==> src/rtl/param_fifo_if.sv <==
// Producer/consumer side of the FIFO: write/read handshakes, error clear,
// head data, status flags and occupancy.
interface param_fifo_if #(
  parameter int WIDTH = 8,
  parameter int DEPTH = 16
);
  localparam int CW = $clog2(DEPTH) + 1;

  logic [WIDTH-1:0] in;
  logic             wr;
  logic             rd;
  logic             clr_err;
  logic [WIDTH-1:0] out;
  logic             full;
  logic             empty;
  logic             almost_full;
  logic [CW-1:0]    count;
  logic             overflow;
  logic             underflow;

  modport master (
    output in, wr, rd, clr_err,
    input  out, full, empty, almost_full, count, overflow, underflow
  );

  modport slave (
    input  in, wr, rd, clr_err,
    output out, full, empty, almost_full, count, overflow, underflow
  );
endinterface

==> src/rtl/param_fifo.sv <==
// Single-clock first-word-fall-through FIFO with occupancy count, almost-full
// threshold and sticky overflow/underflow flags.
module param_fifo #(
  parameter int WIDTH    = 8,
  parameter int DEPTH    = 16,
  parameter int AFULL_TH = 12
) (
  input  logic        clk,
  input  logic        rst,
  param_fifo_if.slave bus
);
  localparam int PW = $clog2(DEPTH);
  localparam int CW = PW + 1;

  logic [WIDTH-1:0] r_mem [DEPTH];
  logic [PW-1:0]    r_wr_ptr;
  logic [PW-1:0]    r_rd_ptr;
  logic [CW-1:0]    r_count;
  logic             r_overflow;
  logic             r_underflow;

  logic w_full;
  logic w_empty;
  logic w_afull;
  logic w_rd_acc;
  logic w_wr_acc;

  assign w_full   = (r_count == CW'(DEPTH));
  assign w_empty  = (r_count == '0);
  assign w_afull  = (r_count >= CW'(AFULL_TH));
  assign w_rd_acc = bus.rd & ~w_empty;
  // A pop in the same cycle frees the slot, so a write into a full FIFO still lands.
  assign w_wr_acc = bus.wr & (~w_full | w_rd_acc);

  always_ff @(posedge clk) begin
    if (w_wr_acc) begin
      r_mem[r_wr_ptr] <= bus.in;
    end
  end

  // DEPTH is a power of two, so pointers wrap naturally at their width.
  always_ff @(posedge clk or negedge rst) begin
    if (!rst) begin
      r_wr_ptr    <= '0;
      r_rd_ptr    <= '0;
      r_count     <= '0;
      r_overflow  <= 1'b0;
      r_underflow <= 1'b0;
    end else begin
      if (w_wr_acc) r_wr_ptr <= r_wr_ptr + PW'(1);
      if (w_rd_acc) r_rd_ptr <= r_rd_ptr + PW'(1);

      case ({w_wr_acc, w_rd_acc})
        2'b10:   r_count <= r_count + CW'(1);
        2'b01:   r_count <= r_count - CW'(1);
        default: r_count <= r_count;
      endcase

      // A new error event wins over a simultaneous clear.
      if (bus.wr & w_full & ~bus.rd) r_overflow <= 1'b1;
      else if (bus.clr_err)          r_overflow <= 1'b0;

      if (bus.rd & w_empty)          r_underflow <= 1'b1;
      else if (bus.clr_err)          r_underflow <= 1'b0;
    end
  end

  assign bus.out         = w_empty ? '0 : r_mem[r_rd_ptr];
  assign bus.full        = w_full;
  assign bus.empty       = w_empty;
  assign bus.almost_full = w_afull;
  assign bus.count       = r_count;
  assign bus.overflow    = r_overflow;
  assign bus.underflow   = r_underflow;
endmodule

==> src/flat_wrapper.sv <==
// flat-port wrapper written by rule: the top's interface ports become plain ports
module param_fifo_flat 
#(
  parameter int WIDTH    = 8,
  parameter int DEPTH    = 16,
  parameter int AFULL_TH = 12
)
  (clk, rst, bus_in, bus_wr, bus_rd, bus_clr_err, bus_out, bus_full, bus_empty, bus_almost_full, bus_count, bus_overflow, bus_underflow);
  param_fifo_if #(.WIDTH(WIDTH), .DEPTH(DEPTH)) bus_i ();
  input  logic clk;
  input  logic rst;
  input wire logic [$bits(bus_i.in)-1:0] bus_in;
  input wire logic [$bits(bus_i.wr)-1:0] bus_wr;
  input wire logic [$bits(bus_i.rd)-1:0] bus_rd;
  input wire logic [$bits(bus_i.clr_err)-1:0] bus_clr_err;
  output wire logic [$bits(bus_i.out)-1:0] bus_out;
  output wire logic [$bits(bus_i.full)-1:0] bus_full;
  output wire logic [$bits(bus_i.empty)-1:0] bus_empty;
  output wire logic [$bits(bus_i.almost_full)-1:0] bus_almost_full;
  output wire logic [$bits(bus_i.count)-1:0] bus_count;
  output wire logic [$bits(bus_i.overflow)-1:0] bus_overflow;
  output wire logic [$bits(bus_i.underflow)-1:0] bus_underflow;
  assign bus_i.in = bus_in;
  assign bus_i.wr = bus_wr;
  assign bus_i.rd = bus_rd;
  assign bus_i.clr_err = bus_clr_err;
  assign bus_out = bus_i.out;
  assign bus_full = bus_i.full;
  assign bus_empty = bus_i.empty;
  assign bus_almost_full = bus_i.almost_full;
  assign bus_count = bus_i.count;
  assign bus_overflow = bus_i.overflow;
  assign bus_underflow = bus_i.underflow;
  param_fifo #(.WIDTH(WIDTH), .DEPTH(DEPTH), .AFULL_TH(AFULL_TH)) u_core (.clk(clk), .rst(rst), .bus(bus_i));
endmodule
==> config.mk <==
export PLATFORM = sky130hd
export DESIGN_NAME = param_fifo_flat
export DESIGN_NICKNAME = d
export VERILOG_FILES = /design/src/rtl/param_fifo_if.sv /design/src/rtl/param_fifo.sv /design/src/flat_wrapper.sv
export SDC_FILE = /design/constraint.sdc
export NUM_CORES = 1
export LEC_CHECK = 0
export BUFFER_PORTS_ARGS = -buffer_cell sky130_fd_sc_hd__buf_2
export CAP_MARGIN = 20
export CELL_PAD_IN_SITES_DETAIL_PLACEMENT = 1
export CELL_PAD_IN_SITES_GLOBAL_PLACEMENT = 1
export CORE_ASPECT_RATIO = 2
export CORE_MARGIN = 1
export CORE_UTILIZATION = 57
export DETAILED_ROUTE_END_ITERATION = 16
export PLACE_DENSITY_LB_ADDON = 0.2
export SETUP_SLACK_MARGIN = 0.2
export SYNTH_ARGS = -nofsm -noshare
export SYNTH_HDL_FRONTEND = slang
export SYNTH_SLANG_ARGS = --single-unit
==> constraint.sdc <==
create_clock -name clk -period 4.1 [get_ports clk]
set_input_delay 0 -clock clk [delete_from_list [all_inputs] [get_ports clk]]
set_output_delay 0 -clock clk [all_outputs]
set_load 0.01 [all_outputs]
==> reports/metrics.yaml <==
synth_top_area_share_pct: 64.07
dr.pass1.iters: 4
fmax_mhz: 339.5
fin_skew_ns: 0.01286
rsz0062_at_grt: "no"
synth_mux_area_share_pct: 17.00
final_core_util_pct: 69.28
synthXorXnorAreaFrac_pct: 1.898
wl_per_cell_um: 25.49
leakagePower_nw: 2.577
clock_latency_ns: 0.43
ios: 31
tightest_slew_ns: 1.092
pwr-share-comb_pct: 28.2
ys_ff_latch: 143
p_int_mw: 3.273
p_switching_mw: 1.676
drc: 0
cap_violations: 0
die_x_um: 74.55
coreArea_um2: 10150
path_cells: "nor4_4 -> a31o_2 -> ha_1 -> xor2_1 -> ha_1 -> and3b_1 -> o21ai_0 -> a21oi_1 -> xnor2_1"
cts-root-buf: "clkbuf_16"
worstPathArrival_ns: 3.30
setup_tns_ns: 0
critPathLaunchType: "flop"
io_buffers: 30
vias_per_cell: 6.008
start_util_pct: 59.11
synth_edf_count: 128
powerDensity_nw_per_um2: 703.8
layout-drive-gt1-share_pct: 23.14
crit_family: "compound AO/OA/AOI/OAI gates"
dpl.cell_count: 465
fin_crit_ns: 2.946
cts_sinks: 143
ys_types: 39
synth_top_family_by_area: "multiplexers"
yosysWarnings: 0
numCtsBuffers: 17
grt_usage_pct: 26.60
switching_share_pct: 33.86
crit_top_cell: "ha_1"
crit_slowest_cell: "a31o_2"
syn_area_per_cell_um2: 19.54
min_path_type: "in -> async"
grt_pass1_wl_um: 19820
synthArstFlopShare_pct: 10.49
ant_nets: 0
slew_violations: 0
clk_path_buf_depth: 2
min_period_over_period_pct: 71.85
die_h_um: 147.1
setup_viol: 0
path_buf_inv: 0
preCtsSetupSlack_ns: 1.174
post_cts_resized: 0
endpoint_kind: "flop"
fin_nets: 384
synthAdderAreaFrac_pct: 1.668
cp_slowest_stage_delay_ns: 0.55
ys_dominant_reg_cell: "edfxtp_1"
path_max_fanout: 22
status: "complete, no violations"
synthTopCellsByCount: "edfxtp_1, mux4_1, mux2i_1"
rows: 52
synth_simple_gate_area_share_pct: 4.129
path_clk_slew_ns: 0.07
areaGrowthSynthToFinish_pct: 17.21
syn_nets: 328
routabilityCongestion: 0.7341
cts_tree: "built"
grt_max_degree: 36
syn-cell-area_um2: 6000
drt_iter0_drc: 156
synth-compound-area-share_pct: 2.190
htreeDepth: 4
antenna_found_initial: 0
seqPwrFrac_pct: 40.5
path_class: "reg -> reg"
dieArea_um2: 10960
hold_viol: 0
finalInstanceArea_um2: 7032
post-dp-hpwl_um: 8002
wirelength_um: 13030
synthTopCellsByArea: "edfxtp_1, mux4_1, dfrtp_1, mux2i_1, ha_1"
clockPowerShare_pct: 31.3
num_vias: 3070
fin_ws_ns: 1.154
stdcell_count: 511
netlist_instances: 307
slew_headroom_pct: 27.03
dpl_cell_area_um2: 6287
ir_drop_mv: 0.4256
synth-seq-area-share_pct: 70.32
antenna_cells: 0
yosysTopAreaCell: "edfxtp_1"
required_ns: 4.46
grt-ovfl-total: 0
synth.most_common_cell: "edfxtp_1"
grt_pass1_vias: 3387
worst register-to-register path: stages, from the launching register on:
cell	delay, ns
dfrtp_1	0.49
nor4_4	0.43
a31o_2	0.55
ha_1	0.44
xor2_1	0.20
ha_1	0.21
and3b_1	0.15
o21ai_0	0.07
a21oi_1	0.20
xnor2_1	0.13
sequential cells by signal, indices dropped and copies added (netlist names):
register	flops
u_core.bus.underflow	1
u_core.bus.count	5
u_core.bus.overflow	1
u_core.r_mem	128
u_core.r_rd_ptr	4
u_core.r_wr_ptr	4
per-stage QoR:
| step | hold WS, ns | total power [mW] |
|---|---|---|
| final | 0.009020 | 4.949 |
| after global routing | 0.04604 | 5.152 |
| after CTS | 0.01733 | 4.998 |
| after detailed placement | -0.06712 | 3.405 |
| after global placement | -0.07489 | 3.320 |
| after floorplan | -0.2956 | 2.990 |
placed cells by master (no fill, tap or decap), types with 5 or more instances in the layout:
cell type	synthesis	layout
buf_2	7	30
mux2i_1	16	16
nand2_1	12	12
buf_4	1	12
edfxtp_1	128	128
o22ai_1	8	8
nand3_1	5	5
ha_1	8	8
dfrtp_1	15	15
mux4_1	28	28
inv_8	0	8
xor2_1	8	8
nor3_1	8	8
xnor2_1	5	5
clkbuf_16	0	17
inv_1	9	9
nor2_1	7	7
dlygate4sd3_1	0	13
final timing paths:
| kind | start | to | slack, ns | depth (start not counted) |
|---|---|---|---|---|
| setup reg to reg | u_core.bus.count[1] | u_core.bus.count[4] | 1.15 | 9 |
| min in group clk | bus_clr_err | u_core.bus.underflow | 0.42 | 4 |
| hold reg to reg | u_core.r_rd_ptr[2] | u_core.r_rd_ptr[2] | 0.53 | 1 |
| setup / recovery | u_core.bus.count[1] | u_core.bus.count[4] | 1.15 | 9 |
| hold / removal | rst | u_core.bus.underflow | 0.009 | 2 |
| max in group asynchronous | rst | u_core.bus.count[2] | 3.82 | 2 |
timing repair:
item                      4_1_cts  5_1_grt
hold endpoints to repair      145        0
hold buffers                   13        0
setup buffers                   0        0
cell families (layout without fill, tap and decap cells):
family,count (synthesis),in the layout
DFF,143,143
muxes,51,51
and+or+nand+nor,44,44
buffers and inverters,28,97
AOI/OAI and AO/OA,20,20
xor gates and xnor gates,13,13
adders and majority gates,8,8
final cells by class:
class	instances	area [um^2]
repair buffers	56	377.9
well taps	135	168.9
fillers	864	3118
multi-input cells	136	1625
clock buffers	17	425.4
inverters	9	33.78
flip-flops and latches	143	4219
clock inverters	15	181.4
per-layer routing:
| metal | routed length, um | GRT usage (%) |
|---|---|---|
| met2 | 7389 | 46.17 |
| met1 | 4908 | 31.66 |
| met4 | 326 | 11.13 |
| met3 | 400 | 4.733 |
| met5 | 0 | 0 |
power groups by stage:
stage / Combinational (mW) / Clock, mW / Sequential [mW]
floorplan: 1.08 / 0 / 1.91
global placement: 1.32 / 0 / 2.01
detailed placement: 1.38 / 0 / 2.03
CTS: 1.42 / 1.57 / 2.01
global route: 1.50 / 1.62 / 2.03
finish: 1.39 / 1.55 / 2.00
(Power assumes the default switching activity.)
